**config.mk**
```make
export PLATFORM = sky130hd
export DESIGN_NAME = riscv_pipe_elastic
export DESIGN_NICKNAME = d
export VERILOG_FILES = /design/src/rtl/riscv_pipe_elastic.sv
export SDC_FILE = /design/constraint.sdc
export NUM_CORES = 1
export LEC_CHECK = 0
export BUFFER_PORTS_ARGS = -buffer_cell sky130_fd_sc_hd__buf_2
export CORE_MARGIN = 2
export CORE_UTILIZATION = 54
export CTS_CLUSTER_DIAMETER = 100
export DETAILED_ROUTE_END_ITERATION = 10
export PLACE_DENSITY = 0.79
export SLEW_MARGIN = 30
export SYNTH_ARGS = -nofsm -noshare
export SYNTH_HDL_FRONTEND = slang
export SYNTH_SLANG_ARGS = --single-unit
export TNS_END_PERCENT = 10
```
**constraint.sdc**
```tcl
create_clock -name clk_i -period 3.9 [get_ports clk_i]
set_clock_uncertainty 0.2 [all_clocks]
set_input_delay 0.195 -clock clk_i [delete_from_list [all_inputs] [get_ports clk_i]]
set_output_delay 0.195 -clock clk_i [all_outputs]
set_load 0.1 [all_outputs]
```
**src/rtl/riscv_pipe_elastic.sv**
```systemverilog
// riscv_pipe_elastic
// ------------------
// An elastic pipeline register made of DEPTH valid-tagged stages. It sits
// between two core pipeline stages and uses valid/ready handshakes on both
// sides. Empty stages (bubbles) collapse, so an item always advances when
// there is room anywhere downstream of it. A global flush clears every stage.
// A per-stage kill squashes individual speculative items.
//
// Ports
//   clk_i          clock, all state updates on the rising edge
//   rst_i          synchronous active-high reset
//   flush_i        clear every stage at the next edge, blocks both handshakes
//   kill_i         per-stage squash, bit k drops the item held in stage k
//   in_valid_i     upstream item present
//   in_ready_o     stage 0 can accept this cycle
//   in_data_i      upstream payload
//   out_valid_o    item available at stage DEPTH-1
//   out_ready_i    downstream accepts
//   out_data_o     payload held in stage DEPTH-1
//   stage_valid_o  registered valid bit of every stage
//   count_o        number of occupied stages, registered

module riscv_pipe_elastic #(
    parameter int unsigned      WIDTH      = 32,
    parameter int unsigned      DEPTH      = 3,
    parameter logic [WIDTH-1:0] RESET_DATA = '0
) (
    input  logic                       clk_i,
    input  logic                       rst_i,
    input  logic                       flush_i,
    input  logic [DEPTH-1:0]           kill_i,
    input  logic                       in_valid_i,
    output logic                       in_ready_o,
    input  logic [WIDTH-1:0]           in_data_i,
    output logic                       out_valid_o,
    input  logic                       out_ready_i,
    output logic [WIDTH-1:0]           out_data_o,
    output logic [DEPTH-1:0]           stage_valid_o,
    output logic [$clog2(DEPTH+1)-1:0] count_o
);

    localparam int unsigned CW = $clog2(DEPTH+1);

    logic [DEPTH-1:0] r_v;
    logic [WIDTH-1:0] r_d [DEPTH];
    logic [CW-1:0]    r_count;

    logic [DEPTH-1:0] w_ev;
    logic [DEPTH-1:0] w_rdy;
    logic [DEPTH-1:0] w_downRdy;
    logic [DEPTH-1:0] w_srcValid;
    logic [WIDTH-1:0] w_srcData [DEPTH];
    logic [DEPTH-1:0] w_load;
    logic [DEPTH-1:0] w_clear;
    logic [DEPTH-1:0] w_vNext;
    logic [CW-1:0]    w_countNext;

    // A killed item behaves as if its stage were already empty.
    assign w_ev = r_v & ~kill_i;

    // Stage k is ready when some stage at or downstream of k is empty, or when
    // the consumer takes the output. The ripple is unrolled into a running AND
    // of effective valids, so no signal depends on itself.
    always_comb begin : readyChain
        logic allFull;
        allFull = 1'b1;
        w_rdy   = '0;
        for (int k = DEPTH - 1; k >= 0; k--) begin
            allFull  = allFull & w_ev[k];
            w_rdy[k] = ~allFull | out_ready_i;
        end
    end

    // The readiness seen by each stage's item: the next stage's ready, or the
    // consumer's ready for the last stage.
    always_comb begin
        w_downRdy            = '0;
        w_downRdy[DEPTH-1]   = out_ready_i;
        for (int k = 0; k < DEPTH - 1; k++) begin
            w_downRdy[k] = w_rdy[k+1];
        end
    end

    // Each stage is fed by the stage just upstream of it. Stage 0 is fed by
    // the input port.
    always_comb begin
        w_srcValid    = '0;
        w_srcValid[0] = in_valid_i;
        w_srcData[0]  = in_data_i;
        for (int k = 1; k < DEPTH; k++) begin
            w_srcValid[k] = w_ev[k-1];
            w_srcData[k]  = r_d[k-1];
        end
    end

    // A load has priority over clearing. A stage is cleared when its item
    // leaves without being replaced, or when it is killed and nothing refills it.
    // Clearing an already-empty stage is harmless because its data is
    // RESET_DATA anyway.
    always_comb begin
        w_load      = w_srcValid & w_rdy;
        w_clear     = ~w_load & ((w_ev & w_downRdy) | kill_i);
        w_vNext     = (r_v | w_load) & ~w_clear;
        w_countNext = '0;
        for (int k = 0; k < DEPTH; k++) begin
            w_countNext = w_countNext + CW'(w_vNext[k]);
        end
    end

    // Stage registers. Reset and flush both empty the whole pipe. Otherwise
    // each stage loads, clears or holds, and the occupancy count follows the
    // new valid vector.
    always_ff @(posedge clk_i) begin
        if (rst_i || flush_i) begin
            r_v     <= '0;
            r_count <= '0;
            for (int k = 0; k < DEPTH; k++) begin
                r_d[k] <= RESET_DATA;
            end
        end else begin
            r_v     <= w_vNext;
            r_count <= w_countNext;
            for (int k = 0; k < DEPTH; k++) begin
                if (w_load[k]) begin
                    r_d[k] <= w_srcData[k];
                end else if (w_clear[k]) begin
                    r_d[k] <= RESET_DATA;
                end
            end
        end
    end

    assign in_ready_o    = w_rdy[0] & ~flush_i;
    assign out_valid_o   = w_ev[DEPTH-1] & ~flush_i;
    assign out_data_o    = r_d[DEPTH-1];
    assign stage_valid_o = r_v;
    assign count_o       = r_count;

endmodule

```
==> flow_summary.toml, run 1 <==
[status]
status = "complete, no violations"

[clock_network]
cts_root_buffer = "clkbuf_8"
post_cts_buffers = 0
cts_max_path_buffers = 2
worstSkewPairLatency_ps = 360
cts_tree = "yes"
clk_pin_slew_ps = 90
ctsHtreeMaxLevel = 3
cts_buffers = 9
cts_sinks = 101

[logic_synthesis]
synth-edff-count = 64
async_reset_ff_share_pct = 0
synth_area_um2 = 3910
netlist_instances = 323
yosysWarnings = 0
synth_cell_type_count = 28
postSynthAreaPerCell_um2 = 12.1
seq_area_frac_synth_pct = 68.1
synth_nets = 364
ys.flop_type = "edfxtp_1"
ys_ff_latch = 101

[setup_path]
worst_ep_required_time_ps = 3560
crit_chain = "or3b_1 > o21ai_2 > buf_4 > nand3_2"
crit_start = "stage_valid_o[2]$_SDFF_PP0_"
critPathMaxFanout = 33
reg2reg_from = "stage_valid_o[2]$_SDFF_PP0_"
r2r_cells = 4
cp_slowest_cell = "nand3_2"
crit_path_end_kind = "flip-flop"
cp-start-kind = "flip-flop"
critPathArrivalTime_ps = 2550
regToRegEndpoint = "r_d[1][5]$_SDFFCE_PP0P_"
worstSetupPathType = "reg2reg"
critical_path_depth = 4
path_buf_inv = 1
critPathMaxStageDelay_ps = 690
endpoint = "r_d[1][5]$_SDFFCE_PP0P_"
crit_family = "simple AND/OR/NAND/NOR gates"
regToRegSetupSlack_ps = 1010

[pwr]
switching_share_pct = 22.4
power_density_nw_per_um2 = 402
seqPwrFrac_pct = 60.7
combPwrFrac_pct = 7.0
leakagePower_uw = 0.00197
ir_worst_vdd_mv = 0.224
cell_internal_pwr_uw = 1510
p_switching_uw = 434
power_frac_clock_pct = 32.3

[route]
detail-route-antenna-nets = 0
firstDrtPassIters = 5
viasPerCell = 5.44
drc = 0
wire_per_inst_um = 15.5
initialDrtViolationCount = 235
vias = 2825
routed_wirelength_um = 8050

[global_route]
grtUsageTotal_pct = 21.3
gr-total-overflow = 0
grt_max_degree = 37
antenna_found_initial = 0
grt_pass1_wl_um = 12700
grt_pass1_vias = 2651

[sta]
min_period_ps = 2890
worst_slack_ps = 1010
period_share_pct = 74.2
timing.max_slew.rel_slack_pct = 45.0
finalHoldViolCount = 0
slew_viol_final = 0
tightestPinTransition_ps = 824
max_freq_mhz = 346
setup_tns_ps = 0
setup_violations = 0
rsz0062_at_grt = "no"

[die]
die_area_um2 = 7940
die_y_um = 89.1
num_rows = 31
core-area_um2 = 7140
ios = 79
die_w_um = 89.1
start_util_pct = 54.8

[min_path]
min_from = "in_data_i[4]"
hold_path_class = "in2reg"

[layout]
diodes = 0
drive_above_1_share_pct = 25.7
areaGrowthSynthToFinish_pct = 23.6
final_cell_mix = "buf_2, edfxtp_1, dfxtp_1"
mostFrequentLayoutCell = "buf_2"
num-nets-final = 456

[job]
maxCapViolations = 0

[place]
port_buffers = 78
place_congestion = 0.794
place_worst_setup_slack_ps = 1050
dp_hpwl_um = 4920
-- worst register-to-register path, delay by kind of cell (launching register included) --
| kind | cells | cell delay (ps) |
|---|---|---|
| AO/OA/AOI/OAI | 1 | 180 |
| flip-flops | 1 | 450 |
| buffers and inverters | 1 | 330 |
| AND/OR/NAND/NOR | 2 | 1230 |
-- worst min path at each step --
stage	endpoint	slack (ps)	cells past startpoint
3_3_place_gp	r_d[2][20]$_SDFFE_PP0P_	240	1
4_1_cts	r_d[0][7]$_SDFFCE_PP0P_	4	3
5_1_grt	r_d[0][2]$_SDFFCE_PP0P_	5	3
3_5_place_dp	r_d[2][7]$_SDFFE_PP0P_	250	1
2_1_floorplan	stage_valid_o[0]$_SDFF_PP0_	120	1
6_report	r_d[0][4]$_SDFFCE_PP0P_	7	3
-- sequential cells by signal, indices dropped and copies added, names as in the netlist --
signal	count
count_o	2
r_d	96
stage_valid_o	3
-- logic make-up after synthesis --
| family | Yosys count | synth area share, % |
|---|---|---|
| flops | 101 | 68.1 |
| fa+ha+maj | 1 | 0.512 |
| simple gates | 117 | 14.3 |
| buf+inv | 31 | 3.87 |
| compound gates | 73 | 13.2 |
-- cell usage after synthesis (2+ instances only) --
master	number	share of area (%)
nor3b_1	3	0.58
o21a_1	2	0.38
nand2_1	32	3.1
nor2_1	8	0.77
clkbuf_1	17	1.6
edfxtp_1	64	49
nand3_1	33	4.2
buf_2	10	1.3
nor3_1	33	4.2
a22o_1	32	7.2
dfxtp_1	37	19
buf_6	3	0.86
nand2b_1	2	0.32
a21oi_1	33	4.2
-- through the flow --
stage	total power, uW	cells	hold slack [ps]	util [%]	cell area [um^2]
final	1940	519	6.94	67.7	4830
after global routing	2020	519	5.07	67.7	4830
after CTS	1940	517	4.37	67.4	4810
after detailed placement	1320	477	250	61.4	4380
after global placement	1310	477	243	61.3	4370
after floorplan	1270	323	119	-	3910
-- per-layer routing --
metal / global-route usage [%] / wire [um] / part of all wire [%] / up-vias
met5: 0 / 0 / 0 / -
met3: 4.16 / 354 / 4.4 / 16
met2: 35.2 / 4160 / 52 / 90
met4: 8.82 / 163 / 2.0 / 0
li1: - / - / - / 1385
met1: 27.9 / 3370 / 42 / 1334
-- power by group through the flow --
stage          combinational, uW  clock (uW)  sequential, uW
3_5_place_dp                 113           0            1200
5_1_grt                      147         687            1180
4_1_cts                      132         628            1180
2_1_floorplan               66.1           0            1210
6_report                     135         626            1180
3_3_place_gp                 110           0            1200
-- what timing repair did --
action                                 in CTS  in global routing
hold buffers                               24                  2
resized for setup                           0                  0
endpoints found under the hold margin      24                  2
-- cell type report --
class / count / area (um^2)
well taps: 99 / 124
repair buffers: 111 / 703
inverters: 1 / 3.75
flip-flops and latches: 101 / 2660
multi-input cells: 191 / 1150
fillers: 547 / 2310
clock inverters: 3 / 18.8
clock buffers: 13 / 170
(Power assumes the default switching activity.)
==> inputs of run 2 (changes only) <==
--- a/config.mk
+++ b/config.mk
@@ -5,9 +5,10 @@
 export SDC_FILE = /design/constraint.sdc
 export NUM_CORES = 1
 export LEC_CHECK = 0
+export ABC_AREA = 1
 export BUFFER_PORTS_ARGS = -buffer_cell sky130_fd_sc_hd__buf_2
 export CORE_MARGIN = 2
-export CORE_UTILIZATION = 54
+export CORE_UTILIZATION = 55
 export CTS_CLUSTER_DIAMETER = 100
 export DETAILED_ROUTE_END_ITERATION = 10
 export PLACE_DENSITY = 0.79
==> constraint.sdc (replaced) <==
create_clock -name clk_i -period 2.8 [get_ports clk_i]
set_clock_uncertainty 0.2 [all_clocks]
set_input_delay 0.14 -clock clk_i [delete_from_list [all_inputs] [get_ports clk_i]]
set_output_delay 0.14 -clock clk_i [all_outputs]
set_load 0.1 [all_outputs]
==> run 2 against run 1 <==
Against the previous run:
- register-to-register slack worse by 700 ps
- utilization up 0.53 points
- critical path depth grew 5
==> flow_summary.toml, run 2 <==
[global_route]
met3_usage_pct = 4.77
use_met1_pct = 24.9
antenna_found_initial = 0
grt_max_degree = 35
gr-total-overflow = 0
grt_busiest_layer = "met2"
grt_pass1_wl_um = 11900
grt.met2_usage_pct = 27.0
grt_pass1_vias = 2692
grtUsageTotal_pct = 17.7

[pwr]
power_frac_clock_pct = 33.3
cell_internal_pwr_uw = 2190
switching_share_pct = 20.6
power_density_nw_per_um2 = 531
leakagePower_uw = 0.00239
seqPwrFrac_pct = 59.6
p_switching_uw = 567
ir_worst_vdd_mv = 0.238
combPwrFrac_pct = 7.0

[route]
wire_per_inst_um = 11.0
viasPerCell = 4.47
detail-route-antenna-nets = 0
firstDrtPassIters = 4
drc = 0
initialDrtViolationCount = 169
vias = 2837
routed_wirelength_um = 6950

[setup_path]
crit_chain = "dlygate4sd3_1 > buf_2 > nor2_4 > dlygate4sd3_1 > inv_2 > nor2_1 > o211a_2 > nand2_1 > nand2_1"
regToRegSetupSlack_ps = 310
crit_path_end_kind = "flip-flop"
crit_family = "buffers and inverters"
reg2reg_from = "stage_valid_o[2]$_SDFF_PP0_"
critPathMaxStageDelay_ps = 620
endpoint = "r_d[2][23]$_SDFFE_PP0P_"
worst_ep_required_time_ps = 2890
worstSetupPathType = "in2reg"
critPathMaxFanout = 32
path_buf_inv = 4
critical_path_depth = 9
cp_slowest_cell = "dlygate4sd3_1"
critPathArrivalTime_ps = 2670
regToRegEndpoint = "r_d[1][13]$_SDFFCE_PP0P_"
crit_start = "rst_i"
cp-start-kind = "input port"
r2r_cells = 7

[die]
num_rows = 32
die_w_um = 91.8
ios = 79
start_util_pct = 55.7
die_area_um2 = 8420
core-area_um2 = 7610
die_y_um = 91.8

[layout]
areaGrowthSynthToFinish_pct = 22.5
multi_input_area_um2 = 1150
largest_reg_flops = 96
seq_area_um2 = 2660
final_cell_mix = "nand2_1, buf_2, inv_1"
top_register = "r_d"
drive_above_1_share_pct = 25.9
fill_cells = 613
stdcell_area_um2 = 5190
num-nets-final = 569
diodes = 0
mostFrequentLayoutCell = "nand2_1"

[logic_synthesis]
seq_area_frac_synth_pct = 62.8
synth_cell_type_count = 24
synth-edff-count = 64
ys_ff_latch = 101
yosys-top-cells-area = "edfxtp_1, dfxtp_1, nand2_1, inv_1, nand3b_1"
netlist_instances = 419
yosys.area.top_type_share_pct = 45.4
synth_most_common_cell = "nand2_1"
async_reset_ff_share_pct = 0
ys.flop_type = "edfxtp_1"
synth_largest_area_cell = "edfxtp_1"
postSynthAreaPerCell_um2 = 10.1
synth_area_um2 = 4240
synth_nets = 460
yosysWarnings = 0
synth_top_cells_by_count = "nand2_1, inv_1, edfxtp_1, nor2_1, dfxtp_1"

[clock_network]
ctsResizeCount = 0
cts_tree = "yes"
ctsHtreeMaxLevel = 3
post_cts_buffers = 0
cts_max_path_buffers = 2
worstSkewPairLatency_ps = 350
cts_root_buffer = "clkbuf_8"
clk_pin_slew_ps = 80
cts_buffers = 9
cts_sinks = 101

[sta]
setup_tns_ps = 0
slew_viol_final = 0
timing.max_slew.rel_slack_pct = 51.7
max_freq_mhz = 387
rsz0062_at_grt = "no"
tightestPinTransition_ps = 724
min_period_ps = 2580
finalHoldViolCount = 0
worst_slack_ps = 218
setup_violations = 0
period_share_pct = 92.2

[status]
status = "complete, no violations"

[min_path]
hold_path_class = "in2reg"

[place]
place_worst_setup_slack_ps = 395
placed_area_um2 = 4640
dp_hpwl_um = 4610
port_buffers = 78
place_congestion = 0.803

[job]
maxCapViolations = 0
==> run 2: cells by family after synthesis <==
kind of cell | share of synthesized area [%]
compound gates | 0.945
fa+ha+maj | 0.473
buf+inv | 10.2
flops | 62.8
simple gates | 25.5
==> run 2: worst min path at each step <==
| stage | startpoint | end | slack [ps] | depth (start not counted) |
|---|---|---|---|---|
| finish | kill_i[0] | stage_valid_o[0]$_SDFF_PP0_ | 50 | 6 |
| global route | kill_i[0] | stage_valid_o[0]$_SDFF_PP0_ | 70 | 6 |
| CTS | kill_i[0] | stage_valid_o[0]$_SDFF_PP0_ | 30 | 6 |
| detailed placement | r_d[2][26]$_SDFFE_PP0P_ | r_d[2][26]$_SDFFE_PP0P_ | 240 | 2 |
| global placement | r_d[2][26]$_SDFFE_PP0P_ | r_d[2][26]$_SDFFE_PP0P_ | 230 | 2 |
| floorplan | in_data_i[10] | r_d[0][10]$_SDFFCE_PP0P_ | 150 | 2 |
==> run 2: area by class of cell <==
cell class | instances | area share (%)
multi-input combinational | 225 | 22.2
clock inverter | 1 | 0.579
sequential | 101 | 51.3
timing repair buffer | 116 | 14.7
inverter | 75 | 5.42
tap | 102 | 2.46
clock buffer | 14 | 3.33
==> run 2: worst reg2reg max path, cell delays in order (launching register included) <==
cell     delay (ps)
dfxtp_1         360
inv_2            70
nor2_4          120
nand2_1         100
nand2_1         120
inv_2           210
nor2_2          240
nand3_2         590
==> run 2: through the flow <==
| stage | utilization, % | total power, uW | hold WS, ps | cells |
|---|---|---|---|---|
| 2_1_floorplan | - | 1790 | 148 | 419 |
| 3_3_place_gp | 61.0 | 1830 | 234 | 584 |
| 3_5_place_dp | 61.0 | 1830 | 238 | 584 |
| 4_1_cts | 68.2 | 2770 | 29.6 | 634 |
| 5_1_grt | 68.2 | 2870 | 69.1 | 634 |
| 6_report | 68.2 | 2750 | 45.6 | 634 |
==> run 2: what timing repair did <==
item,4_1_cts,5_1_grt
setup endpoints to repair,0,0
endpoints found under the hold margin,37,0
hold buffers,35,0
==> run 2: routing by layer <==
layer  vias to the layer above  part of all wire (%)  wire [um]
li1                       1501                     -          -
met1                      1247                    49       3420
met2                        81                    44       3090
met3                         8                   5.2        358
met4                         0                   1.2         85
met5                         -                     0          0
==> run 2: power by group through the flow <==
stage | clock, uW | sequential [uW] | combinational (uW)
6_report | 918 | 1640 | 194
5_1_grt | 1000 | 1650 | 215
2_1_floorplan | 0 | 1680 | 106
4_1_cts | 934 | 1640 | 193
3_5_place_dp | 0 | 1680 | 156
3_3_place_gp | 0 | 1680 | 153
